`config.mk`:
```
export PLATFORM = sky130hd
export DESIGN_NAME = mem_arbiter_flat
export DESIGN_NICKNAME = d
export VERILOG_FILES = /design/src/rtl/mem_arbiter_pkg.sv /design/src/rtl/mem_arbiter_if.sv /design/src/rtl/mem_arbiter_rr_arbiter2.sv /design/src/rtl/mem_arbiter.sv /design/src/flat_wrapper.sv
export SDC_FILE = /design/constraint.sdc
export NUM_CORES = 1
export LEC_CHECK = 0
export BUFFER_PORTS_ARGS = -buffer_cell sky130_fd_sc_hd__buf_2
export CAP_MARGIN = 10
export CORE_MARGIN = 2
export CORE_UTILIZATION = 41
export CTS_CLUSTER_DIAMETER = 80
export DETAILED_ROUTE_END_ITERATION = 10
export GPL_TIMING_DRIVEN = 0
export PLACE_DENSITY = 0.74
export SYNTH_ARGS = -nofsm -noshare
export SYNTH_HDL_FRONTEND = slang
export SYNTH_SLANG_ARGS = --single-unit
```
`constraint.sdc`:
```
create_clock -name clk -period 2.9 [get_ports clk]
set_input_delay 0.145 -clock clk [delete_from_list [all_inputs] [get_ports clk]]
set_output_delay 0.145 -clock clk [all_outputs]
set_load 0.1 [all_outputs]
```
`src/rtl/mem_arbiter_pkg.sv`:
```
// Shared constants and types for the I/D cache memory arbiter.
package mem_arbiter_pkg;

  localparam int ADDR_W         = 32;
  localparam int DATA_W         = 32;
  localparam int WORD_BYTES     = 4;
  localparam int LINE_WORDS_DEF = 4;

  typedef enum logic [1:0] {
    IDLE    = 2'd0,
    I_BURST = 2'd1,
    D_BURST = 2'd2,
    DONE    = 2'd3
  } state_t;

  typedef enum logic {
    OWN_I = 1'b0,
    OWN_D = 1'b1
  } owner_t;

endpackage

```
`src/rtl/mem_arbiter_if.sv`:
```
// Cache-side and memory-side signals of the arbiter; slave is the arbiter's view.
interface mem_arbiter_if #(parameter int LINE_WORDS = mem_arbiter_pkg::LINE_WORDS_DEF);
  localparam int IW = $clog2(LINE_WORDS);

  logic        ireq;
  logic [31:0] iaddr;
  logic        igrant;
  logic        ivalid;
  logic        idone;
  logic [31:0] idata;

  logic        dreq;
  logic        dwe;
  logic [31:0] daddr;
  logic [31:0] dwdata;
  logic        dgrant;
  logic        dvalid;
  logic        ddone;
  logic [31:0] drdata;

  logic [IW-1:0] widx;

  logic        mem_req;
  logic        mem_we;
  logic [31:0] mem_addr;
  logic [31:0] mem_wdata;
  logic        mem_ack;
  logic [31:0] mem_rdata;

  // Handshake: a cache holds its req until its done pulse; memory answers each
  // word of an active mem_req with a one-cycle mem_ack (mem_rdata valid with it).
  modport slave (
    input  ireq, iaddr, dreq, dwe, daddr, dwdata, mem_ack, mem_rdata,
    output igrant, ivalid, idone, idata, dgrant, dvalid, ddone, drdata,
           widx, mem_req, mem_we, mem_addr, mem_wdata
  );

  modport master (
    output ireq, iaddr, dreq, dwe, daddr, dwdata, mem_ack, mem_rdata,
    input  igrant, ivalid, idone, idata, dgrant, dvalid, ddone, drdata,
           widx, mem_req, mem_we, mem_addr, mem_wdata
  );

endinterface

```
`src/rtl/mem_arbiter_rr_arbiter2.sv`:
```
// Two-way round-robin pick between I and D requests with a last-served register.
module rr_arbiter2
  import mem_arbiter_pkg::*;
(
  input  logic   clk,
  input  logic   reset,
  input  logic   req_i,
  input  logic   req_d,
  input  logic   take,
  output owner_t pick
);

  owner_t last_q;

  // On a tie the side not served last wins; reset leaves I as last so D wins first.
  always_comb begin
    pick = OWN_I;
    if (req_i && req_d) begin
      pick = (last_q == OWN_I) ? OWN_D : OWN_I;
    end else if (req_d) begin
      pick = OWN_D;
    end
  end

  always_ff @(posedge clk or posedge reset) begin
    if (reset) begin
      last_q <= OWN_I;
    end else if (take) begin
      last_q <= pick;
    end
  end

endmodule

```
`src/rtl/mem_arbiter.sv`:
```
// Arbitrates I-cache fills and D-cache fills/writebacks onto one burst memory port.
module mem_arbiter
  import mem_arbiter_pkg::*;
#(
  parameter int LINE_WORDS = LINE_WORDS_DEF
) (
  input  logic          clk,
  input  logic          reset,
  mem_arbiter_if.slave  bus,
  output state_t        dbg_state
);

  localparam int CW = $clog2(LINE_WORDS);

  state_t        state_q;
  state_t        state_d;
  logic [CW-1:0] cnt_q;
  logic [31:0]   base_q;
  logic          we_q;
  owner_t        owner_q;
  logic [31:0]   idata_q;
  logic [31:0]   drdata_q;
  logic          ivalid_q;
  logic          dvalid_q;

  owner_t pick;
  logic   take;
  logic   in_burst;
  logic   ack_in;
  logic   last_word;

  assign take      = (state_q == IDLE) && (bus.ireq || bus.dreq);
  assign in_burst  = (state_q == I_BURST) || (state_q == D_BURST);
  assign ack_in    = in_burst && bus.mem_ack;
  assign last_word = (cnt_q == CW'(LINE_WORDS - 1));

  rr_arbiter2 u_rr (
    .clk   (clk),
    .reset (reset),
    .req_i (bus.ireq),
    .req_d (bus.dreq),
    .take  (take),
    .pick  (pick)
  );

  always_comb begin
    state_d = state_q;
    case (state_q)
      IDLE:    if (take) state_d = (pick == OWN_D) ? D_BURST : I_BURST;
      I_BURST,
      D_BURST: if (ack_in && last_word) state_d = DONE;
      DONE:    state_d = IDLE;
      default: state_d = IDLE;
    endcase
  end

  always_ff @(posedge clk or posedge reset) begin
    if (reset) begin
      state_q <= IDLE;
    end else begin
      state_q <= state_d;
    end
  end

  // Burst context is captured on the grant edge; cnt wraps to 0 on the last ack.
  always_ff @(posedge clk or posedge reset) begin
    if (reset) begin
      cnt_q    <= '0;
      base_q   <= '0;
      we_q     <= 1'b0;
      owner_q  <= OWN_I;
      idata_q  <= '0;
      drdata_q <= '0;
      ivalid_q <= 1'b0;
      dvalid_q <= 1'b0;
    end else begin
      ivalid_q <= ack_in && (state_q == I_BURST);
      dvalid_q <= ack_in && (state_q == D_BURST) && !we_q;
      if (take) begin
        base_q  <= (pick == OWN_D) ? bus.daddr : bus.iaddr;
        we_q    <= (pick == OWN_D) && bus.dwe;
        owner_q <= pick;
        cnt_q   <= '0;
      end else if (ack_in) begin
        cnt_q <= cnt_q + 1'b1;
      end
      if (ack_in && (state_q == I_BURST)) begin
        idata_q <= bus.mem_rdata;
      end
      if (ack_in && (state_q == D_BURST) && !we_q) begin
        drdata_q <= bus.mem_rdata;
      end
    end
  end

  assign bus.mem_req   = in_burst;
  assign bus.igrant    = (state_q == I_BURST);
  assign bus.dgrant    = (state_q == D_BURST);
  assign bus.mem_addr  = in_burst ? (base_q + {{(30 - CW){1'b0}}, cnt_q, 2'b00}) : 32'd0;
  assign bus.mem_we    = (state_q == D_BURST) && we_q;
  assign bus.mem_wdata = bus.mem_we ? bus.dwdata : 32'd0;
  assign bus.widx      = cnt_q;
  assign bus.idone     = (state_q == DONE) && (owner_q == OWN_I);
  assign bus.ddone     = (state_q == DONE) && (owner_q == OWN_D);
  assign bus.ivalid    = ivalid_q;
  assign bus.dvalid    = dvalid_q;
  assign bus.idata     = idata_q;
  assign bus.drdata    = drdata_q;
  assign dbg_state     = state_q;

endmodule

```
`src/flat_wrapper.sv`:
```
// flat-port wrapper written by rule: the top's interface ports become plain ports
module mem_arbiter_flat import mem_arbiter_pkg::*;
#(
  parameter int LINE_WORDS = LINE_WORDS_DEF
)
  (clk, reset, dbg_state, bus_ireq, bus_iaddr, bus_dreq, bus_dwe, bus_daddr, bus_dwdata, bus_mem_ack, bus_mem_rdata, bus_igrant, bus_ivalid, bus_idone, bus_idata, bus_dgrant, bus_dvalid, bus_ddone, bus_drdata, bus_widx, bus_mem_req, bus_mem_we, bus_mem_addr, bus_mem_wdata);
  mem_arbiter_if #(.LINE_WORDS(LINE_WORDS)) bus_i ();
  input  logic clk;
  input  logic reset;
  output state_t dbg_state;
  input wire logic [$bits(bus_i.ireq)-1:0] bus_ireq;
  input wire logic [$bits(bus_i.iaddr)-1:0] bus_iaddr;
  input wire logic [$bits(bus_i.dreq)-1:0] bus_dreq;
  input wire logic [$bits(bus_i.dwe)-1:0] bus_dwe;
  input wire logic [$bits(bus_i.daddr)-1:0] bus_daddr;
  input wire logic [$bits(bus_i.dwdata)-1:0] bus_dwdata;
  input wire logic [$bits(bus_i.mem_ack)-1:0] bus_mem_ack;
  input wire logic [$bits(bus_i.mem_rdata)-1:0] bus_mem_rdata;
  output wire logic [$bits(bus_i.igrant)-1:0] bus_igrant;
  output wire logic [$bits(bus_i.ivalid)-1:0] bus_ivalid;
  output wire logic [$bits(bus_i.idone)-1:0] bus_idone;
  output wire logic [$bits(bus_i.idata)-1:0] bus_idata;
  output wire logic [$bits(bus_i.dgrant)-1:0] bus_dgrant;
  output wire logic [$bits(bus_i.dvalid)-1:0] bus_dvalid;
  output wire logic [$bits(bus_i.ddone)-1:0] bus_ddone;
  output wire logic [$bits(bus_i.drdata)-1:0] bus_drdata;
  output wire logic [$bits(bus_i.widx)-1:0] bus_widx;
  output wire logic [$bits(bus_i.mem_req)-1:0] bus_mem_req;
  output wire logic [$bits(bus_i.mem_we)-1:0] bus_mem_we;
  output wire logic [$bits(bus_i.mem_addr)-1:0] bus_mem_addr;
  output wire logic [$bits(bus_i.mem_wdata)-1:0] bus_mem_wdata;
  assign bus_i.ireq = bus_ireq;
  assign bus_i.iaddr = bus_iaddr;
  assign bus_i.dreq = bus_dreq;
  assign bus_i.dwe = bus_dwe;
  assign bus_i.daddr = bus_daddr;
  assign bus_i.dwdata = bus_dwdata;
  assign bus_i.mem_ack = bus_mem_ack;
  assign bus_i.mem_rdata = bus_mem_rdata;
  assign bus_igrant = bus_i.igrant;
  assign bus_ivalid = bus_i.ivalid;
  assign bus_idone = bus_i.idone;
  assign bus_idata = bus_i.idata;
  assign bus_dgrant = bus_i.dgrant;
  assign bus_dvalid = bus_i.dvalid;
  assign bus_ddone = bus_i.ddone;
  assign bus_drdata = bus_i.drdata;
  assign bus_widx = bus_i.widx;
  assign bus_mem_req = bus_i.mem_req;
  assign bus_mem_we = bus_i.mem_we;
  assign bus_mem_addr = bus_i.mem_addr;
  assign bus_mem_wdata = bus_i.mem_wdata;
  mem_arbiter #(.LINE_WORDS(LINE_WORDS)) u_core (.clk(clk), .reset(reset), .bus(bus_i), .dbg_state(dbg_state));
endmodule
```
==> run_results.csv, run 1 <==
group,metric,value,unit
run_status,outcome,"finished, final reports clean",
global_route,largest_net_degree_at_the_start_of_global_routing,39,
placement,place.gp.congestion,0.8291,
sta,final.setup_skew,0.006245,ns
sta,clock.fmax,352.6,MHz
worst_setup_path,library_cell_contributing_the_largest_single_delay_on_the_critical_path,"sky130_fd_sc_hd__or4_4",
clock_network,tritoncts.num_buffers,9,
routing,totalWireLength,16610,um
synth,ys_seq_elements,104,
clock_network,numClockSinks,104,
worst_setup_path,cp_max_fo,7,
worst_setup_path,timing.critical_path.required,2.76,ns
sta,post-route-period-util,0.9781,
sta,timing.max_slew.rel_slack,0.5007,
sta,timing_worst_slew_pin_value,0.7474,ns
floorplan,core_region_area,0.01262,mm^2
floorplan,floorplan.die.height,117.9,um
synth,synth.cell_area,0.005315,mm^2
sta,fin_worst_hold_slack,0.007751,ns
floorplan,chip_width,117.9,um
worst_setup_path,startpoint,"u_core.bus.widx[0]$_DFFE_PP0P_",
synth,synthDistinctLibCells,42,
worst_setup_path,critical_path_buf_inv_count,3,
worst_setup_path,timing.critical_path.from_type,"flip-flop",
routing,drt.antenna.violating_nets,0,
routing,first_iter_violations,287,
job,max_cap_violations,0,
layout,antenna_cells,0,
layout,final_nets,1015,
global_route,track_usage,0.2394,
floorplan,starting_utilization_of_the_core_area,0.4212,
synth,synth_sequential_area_ratio,0.4896,
clock_network,cts_root_buf,"sky130_fd_sc_hd__clkbuf_16",
worst_setup_path,worst_r2r_startpoint,"u_core.dbg_state[0]$_DFFE_PP0P_",
layout,synthToLayoutAreaGrowth,48.96,%
sta,setup_violations,0,
worst_setup_path,cp.arrival,2.69,ns
synth,synth_top_flop_cell,"sky130_fd_sc_hd__dfrtp_1",
worst_setup_path,cp_slowest_stage_delay,0.51,ns
global_route,globalRoute.totalOverflow,0,
synth,synth-edff-count,0,
global_route,antenna_violations_before_repair,1,
routing,mean_routed_wirelength_per_cell,15.82,um
routing,drc,0,
placement,io_buffer_count,273,
clock_network,path_clk_slew,0.08,ns
routing,first_pass_iters,4,
sta,min_period,2.836,ns
synth,yosys_warnings,0,
floorplan,floorplan.die_area,0.01389,mm^2
sta,slew_viol_final,0,
layout,layout.cells.most_common,"sky130_fd_sc_hd__buf_2",
routing,vias_per_cell,4.957,
floorplan,core.rowCount,41,
min_path,min_path_type,"input port to flip-flop",
clock_network,cts_tree,"yes",
worst_setup_path,path_delay_family,"simple AND/OR/NAND/NOR gates",
worst_setup_path,setup.worst_path.class,"flip-flop to primary output",
sta,finalHoldViolations,0,
synth,mappedNetlistNets,699,
placement,hpwl,12140,um
sta,rsz0062_at_grt,"yes",
layout,post_route_cells_drive_above_1_share,0.4362,
synth,synth.avg_cell_area,9.542,um^2
worst_setup_path,crit_path_cell_trace,"ha_4 > inv_2 > fa_2 > and4b_1 > buf_6 > nand3_4 > or4_4 > a21oi_4 > buf_12",
layout,commonest_cells_after_routing_fill_and_taps_aside,"sky130_fd_sc_hd__buf_2 (265), sky130_fd_sc_hd__nand2_1 (149), sky130_fd_sc_hd__dfrtp_1 (100), sky130_fd_sc_hd__o21ai_0 (40), sky130_fd_sc_hd__and3_1 (35)",
synth,postSynth.asyncResetShare,1.000,
routing,dr_total_vias,5205,
min_path,min-delay-start,"bus_mem_rdata[20]",
clock_network,clock_path_buffers,2,
global_route,grt_first_pass_wirelength,26980,um
worst_setup_path,worst_setup_path_end_kind,"primary output",
clock_network,cts-htree-levels,3,
clock_network,clkLatencyLatePin,0.35,ns
floorplan,i_o_pin_cnt,274,
layout,postLayoutCoreUtil,0.6274,
global_route,vias_in_the_first_global_route,5228,
synth,syn_inst,557,
[area by class of cell]
class                   count  area (um^2)
plain buffers              34        155.1
clock buffers               9        225.2
clock inverters             7        73.82
fillers                  1073         4702
inverters                  10        41.29
multi-input cells         409         2840
flip-flops and latches    104         2608
well taps                 172        215.2
repair buffers            305         1759
[state kept, by name (all words and copies together), names as in the netlist, 2 cells and up]
register / flops
u_core.bus.widx: 2
u_core.bus.idata: 32
u_core.bus.drdata: 32
u_core.dbg_state: 2
u_core.base_q: 32
[cell usage after synthesis, drive strengths merged, types with 9 or more instances]
master / number / area share
inv: 9 / 0.0064
nand4: 10 / 0.016
and2: 9 / 0.011
dfrtp: 104 / 0.49
o21ai: 40 / 0.038
clkbuf: 22 / 0.016
buf: 12 / 0.012
mux2: 32 / 0.068
xor2: 11 / 0.018
nor2: 16 / 0.011
and3: 35 / 0.041
nand2: 149 / 0.11
mux2i: 36 / 0.068
a21oi: 15 / 0.014
[layer usage]
metal  part of all wire  track usage  up-vias
met1               0.42       0.2964     2445
li1                   -            -     2544
met5            0.00078            0        -
met2               0.49       0.4070      189
met4              0.018      0.06250        2
met3              0.075      0.07316       25
[metrics by stage]
stage	TNS, ns	area [um^2]	instances	setup slack [ns]
after CTS	0	7860	1046	0.00007794
after global routing	-0.01788	7918	1050	-0.01788
final	0	7918	1050	0.06365
after detailed placement	0	7266	1004	0.2093
after floorplan	-0.1088	5644	557	-0.08644
after global placement	0	7226	1002	0.2152
[path summary, 6_finish.rpt]
check	depth (start not counted)	slack, ns	endpoint
min	3	0.008	u_core.bus.drdata[20]$_DFFE_PP0P_
max	9	0.06	bus_mem_addr[20]
max reg2reg	8	0.72	u_core.base_q[11]$_DFFE_PP0P_
max in group asynchronous	4	1.79	u_core.dbg_state[0]$_DFFE_PP0P_
min reg2reg	2	0.47	u_core.base_q[1]$_DFFE_PP0P_
min in group asynchronous	3	0.47	u_core.bus.idata[25]$_DFFE_PP0P_
[tightest hold or removal path: stages]
cell,delay [ns]
sky130_fd_sc_hd__buf_2,0.08
sky130_fd_sc_hd__nand2_1,0.04
sky130_fd_sc_hd__nand2_1,0.05
[logic make-up (layout without fill, tap and decap cells)]
family	count (synthesis)	in the layout	synth area share
simple gates	251	251	0.2267
flops	104	104	0.4896
compound gates	69	69	0.07180
mux	68	68	0.1356
buf+inv	44	365	0.03460
xor+xnor	13	13	0.02142
fa+ha+maj	8	8	0.02024
[timing repair]
action	4_1_cts	5_1_grt
endpoints found under the hold margin	55	0
hold buffers	26	0
resized for setup	11	11
buffers inserted	0	4
setup endpoints to repair	6	13
pin swaps	0	0
Power of run 1 is left out: the tool's default activity adds up to more than one toggle a clock period on the data nets, which glitch-free logic cannot reach.
==> inputs of run 2 (changes only) <==
Settings changed: ABC_AREA from default to 1, CORE_UTILIZATION 41 to 42, PLACE_DENSITY 0.74 to 0.75.
==> run 2 against run 1 <==
Setup slack improved by 0.13 ns. Routed wire length rose by 12%. Sequential share of layout area barely moved. Register-to-register slack improved by 0.31 ns. Die area rose by 1.4%. Highest routed layer unchanged. Hold slack improved by 0.0061 ns. Critical path type unchanged.
==> run_results.csv, run 2 <==
group,metric,value,unit
worst_setup_path,timing.critical_path.from_type,"flip-flop",
clock_network,cts_tree,"yes",
sta,post-route-period-util,0.9327,
floorplan,floorplan.die.height,118.7,um
synth,syn_inst,757,
sta,finalHoldViolations,0,
routing,vias_per_cell,4.867,
sta,rsz0062_at_grt,"no",
layout,post_route_cells_drive_above_1_share,0.3826,
sta,timing.max_slew.rel_slack,0.2972,
synth,ys_seq_elements,104,
placement,io_buffer_count,273,
synth,synthMostInstantiatedCell,"sky130_fd_sc_hd__nand2_1",
sta,setup_violations,0,
min_path,min_path_type,"input port to flip-flop",
clock_network,clkLatencyLatePin,0.37,ns
global_route,grt.met1_usage,0.3099,
worst_setup_path,cp_max_fo,6,
routing,mean_routed_wirelength_per_cell,15.19,um
synth,yosys_warnings,0,
sta,fin_worst_hold_slack,0.01386,ns
worst_setup_path,path_delay_family,"adder cells",
routing,totalWireLength,18560,um
job,max_cap_violations,0,
routing,dr_total_vias,5947,
clock_network,cts_setup_buffers,0,
global_route,grt_first_pass_wirelength,29480,um
floorplan,chip_width,118.7,um
routing,first_iter_violations,343,
global_route,met2_usage,0.4544,
floorplan,core_region_area,0.01272,mm^2
clock_network,tritoncts.num_buffers,9,
run_status,outcome,"finished, final reports clean",
synth,synth-edff-count,0,
layout,fill_count,1180,
synth,post_synth_most_frequent_cells,"sky130_fd_sc_hd__nand2_1 (176), sky130_fd_sc_hd__nor2_1 (126), sky130_fd_sc_hd__inv_1 (120)",
layout,multi_input_comb_area,0.002704,mm^2
synth,synthDistinctLibCells,28,
global_route,track_usage,0.2662,
placement,hpwl,14570,um
worst_setup_path,setup.worst_path.class,"flip-flop to primary output",
sta,clock.fmax,369.7,MHz
floorplan,core.rowCount,41,
floorplan,starting_utilization_of_the_core_area,0.4342,
clock_network,numClockSinks,104,
clock_network,cts-htree-levels,3,
worst_setup_path,worst_setup_path_end_kind,"primary output",
synth,synth_top_flop_cell,"sky130_fd_sc_hd__dfrtp_1",
synth,synth.cell_area,0.005524,mm^2
routing,first_pass_iters,5,
layout,commonest_cells_after_routing_fill_and_taps_aside,"sky130_fd_sc_hd__buf_2 (279), sky130_fd_sc_hd__nand2_1 (176), sky130_fd_sc_hd__inv_1 (118), sky130_fd_sc_hd__dfrtp_1 (100), sky130_fd_sc_hd__o21ai_0 (77)",
synth,mappedNetlistNets,899,
layout,final_nets,1185,
layout,synthToLayoutAreaGrowth,43.47,%
sta,min_period,2.705,ns
global_route,busiest_layer,"met2",
routing,drt.antenna.violating_nets,0,
floorplan,floorplan.die_area,0.01409,mm^2
worst_setup_path,crit_path_cell_trace,"ha_1 > inv_1 > fa_2 > nor2_2 > nand2_2 > nor2_4 > o21ai_0 > a21oi_4 > buf_6",
synth,netlist_top_cells_area,"sky130_fd_sc_hd__dfrtp_1 (47%), sky130_fd_sc_hd__nand2_1 (12%), sky130_fd_sc_hd__nor2_1 (8.6%), sky130_fd_sc_hd__inv_1 (8.2%), sky130_fd_sc_hd__o21ai_0 (7.0%)",
global_route,globalRoute.totalOverflow,0,
global_route,largest_net_degree_at_the_start_of_global_routing,61,
global_route,use_met3,0.09653,
clock_network,path_clk_slew,0.08,ns
layout,postLayoutCoreUtil,0.6229,
worst_setup_path,critical_path_buf_inv_count,2,
sta,timing_worst_slew_pin_value,1.054,ns
global_route,vias_in_the_first_global_route,5927,
synth,postSynth.asyncResetShare,1.000,
routing,drc,0,
placement,place.gp.congestion,0.9150,
synth,synth_sequential_area_ratio,0.4711,
clock_network,clock_path_buffers,2,
worst_setup_path,library_cell_contributing_the_largest_single_delay_on_the_critical_path,"sky130_fd_sc_hd__fa_2",
synth,synthDominantAreaCellType,"sky130_fd_sc_hd__dfrtp_1",
sta,final.setup_skew,0.01214,ns
global_route,antenna_violations_before_repair,3,
synth,synth.avg_cell_area,7.297,um^2
worst_setup_path,cp_slowest_stage_delay,0.42,ns
worst_setup_path,cp.arrival,2.56,ns
clock_network,cts_root_buf,"sky130_fd_sc_hd__clkbuf_16",
worst_setup_path,timing.critical_path.required,2.76,ns
layout,sequential_cell_area,0.002608,mm^2
sta,slew_viol_final,0,
floorplan,i_o_pin_cnt,274,
synth,synthDominantCellAreaShare,0.4711,
layout,layout.cells.most_common,"sky130_fd_sc_hd__buf_2",
[run 2: cell count changes after synthesis, moves of 9 or more]
| cell | change |
|---|---|
| sky130_fd_sc_hd__and3_1 | -35 |
| sky130_fd_sc_hd__clkbuf_1 | -9 |
| sky130_fd_sc_hd__inv_1 | +111 |
| sky130_fd_sc_hd__mux2_2 | -32 |
| sky130_fd_sc_hd__mux2i_1 | -36 |
| sky130_fd_sc_hd__nand2_1 | +27 |
| sky130_fd_sc_hd__nor2_1 | +110 |
| sky130_fd_sc_hd__o21ai_0 | +37 |
| sky130_fd_sc_hd__o21ai_1 | +24 |
| sky130_fd_sc_hd__o22ai_1 | +23 |
[run 2: worst paths after layout]
check	depth (start not counted)	end	slack [ns]	start
max	9	bus_mem_addr[12]	0.20	u_core.bus.widx[0]$_DFFE_PP0P_
max in group asynchronous	4	u_core.bus.drdata[1]$_DFFE_PP0P_	1.79	reset
min reg2reg	2	u_core.bus.idata[30]$_DFFE_PP0P_	0.48	u_core.bus.idata[30]$_DFFE_PP0P_
max reg2reg	9	u_core.bus.drdata[15]$_DFFE_PP0P_	1.03	u_core.dbg_state[0]$_DFFE_PP0P_
min	3	u_core.we_q$_DFFE_PP0P_	0.01	bus_dwe
min in group asynchronous	3	u_core.bus.drdata[22]$_DFFE_PP0P_	0.41	reset
[run 2: final cells by class]
cell class | instances | share of cell area
multi-input combinational | 497 | 0.3412
sequential | 104 | 0.3290
timing repair buffer | 276 | 0.1846
inverter | 123 | 0.05905
clock buffer | 10 | 0.02889
tap | 172 | 0.02715
buffer | 32 | 0.02179
clock inverter | 6 | 0.007736
antenna | 2 | 0.0006315
[run 2: worst min-delay path: stages]
cell and delay, ns:
sky130_fd_sc_hd__buf_2 0.08, sky130_fd_sc_hd__nand2_1 0.04, sky130_fd_sc_hd__o21ai_0 0.06
[run 2: cell families (layout without fill, tap and decap cells)]
group / count (synthesis) / in the layout / share of synthesized area
simple gates: 333 / 333 / 0.2405
fa+ha+maj: 8 / 8 / 0.01948
xor+xnor: 4 / 4 / 0.006343
other cells: 0 / 2 / 0
flops: 104 / 104 / 0.4711
compound gates: 152 / 152 / 0.1472
buf+inv: 156 / 447 / 0.1153
[run 2: routing by layer]
metal  routed length [um]  share of wire
met1                 7257           0.39
met2                 9134           0.49
met3                 1770          0.095
met5                   11        0.00059
met4                  384          0.021
[run 2: metrics by stage]
stage          setup WS [ns]  setup TNS [ns]  area, um^2  cells
2_1_floorplan        -0.2139          -2.249        5951    757
3_3_place_gp          -1.586         -131.17        7532   1202
3_5_place_dp          0.3150               0        7590   1204
4_1_cts              0.01773               0        7900   1221
5_1_grt              0.06300               0        7925   1222
6_report              0.1953               0        7925   1222
[run 2: timing repair]
| item | in CTS | in global routing |
|---|---|---|
| endpoints found under the setup margin | 4 | 8 |
| hold endpoints to repair | 44 | 0 |
| gates resized for setup | 4 | 8 |
| pin swaps | 0 | 0 |
| hold buffers | 1 | 0 |
Power of run 2 is left out for the same reason.
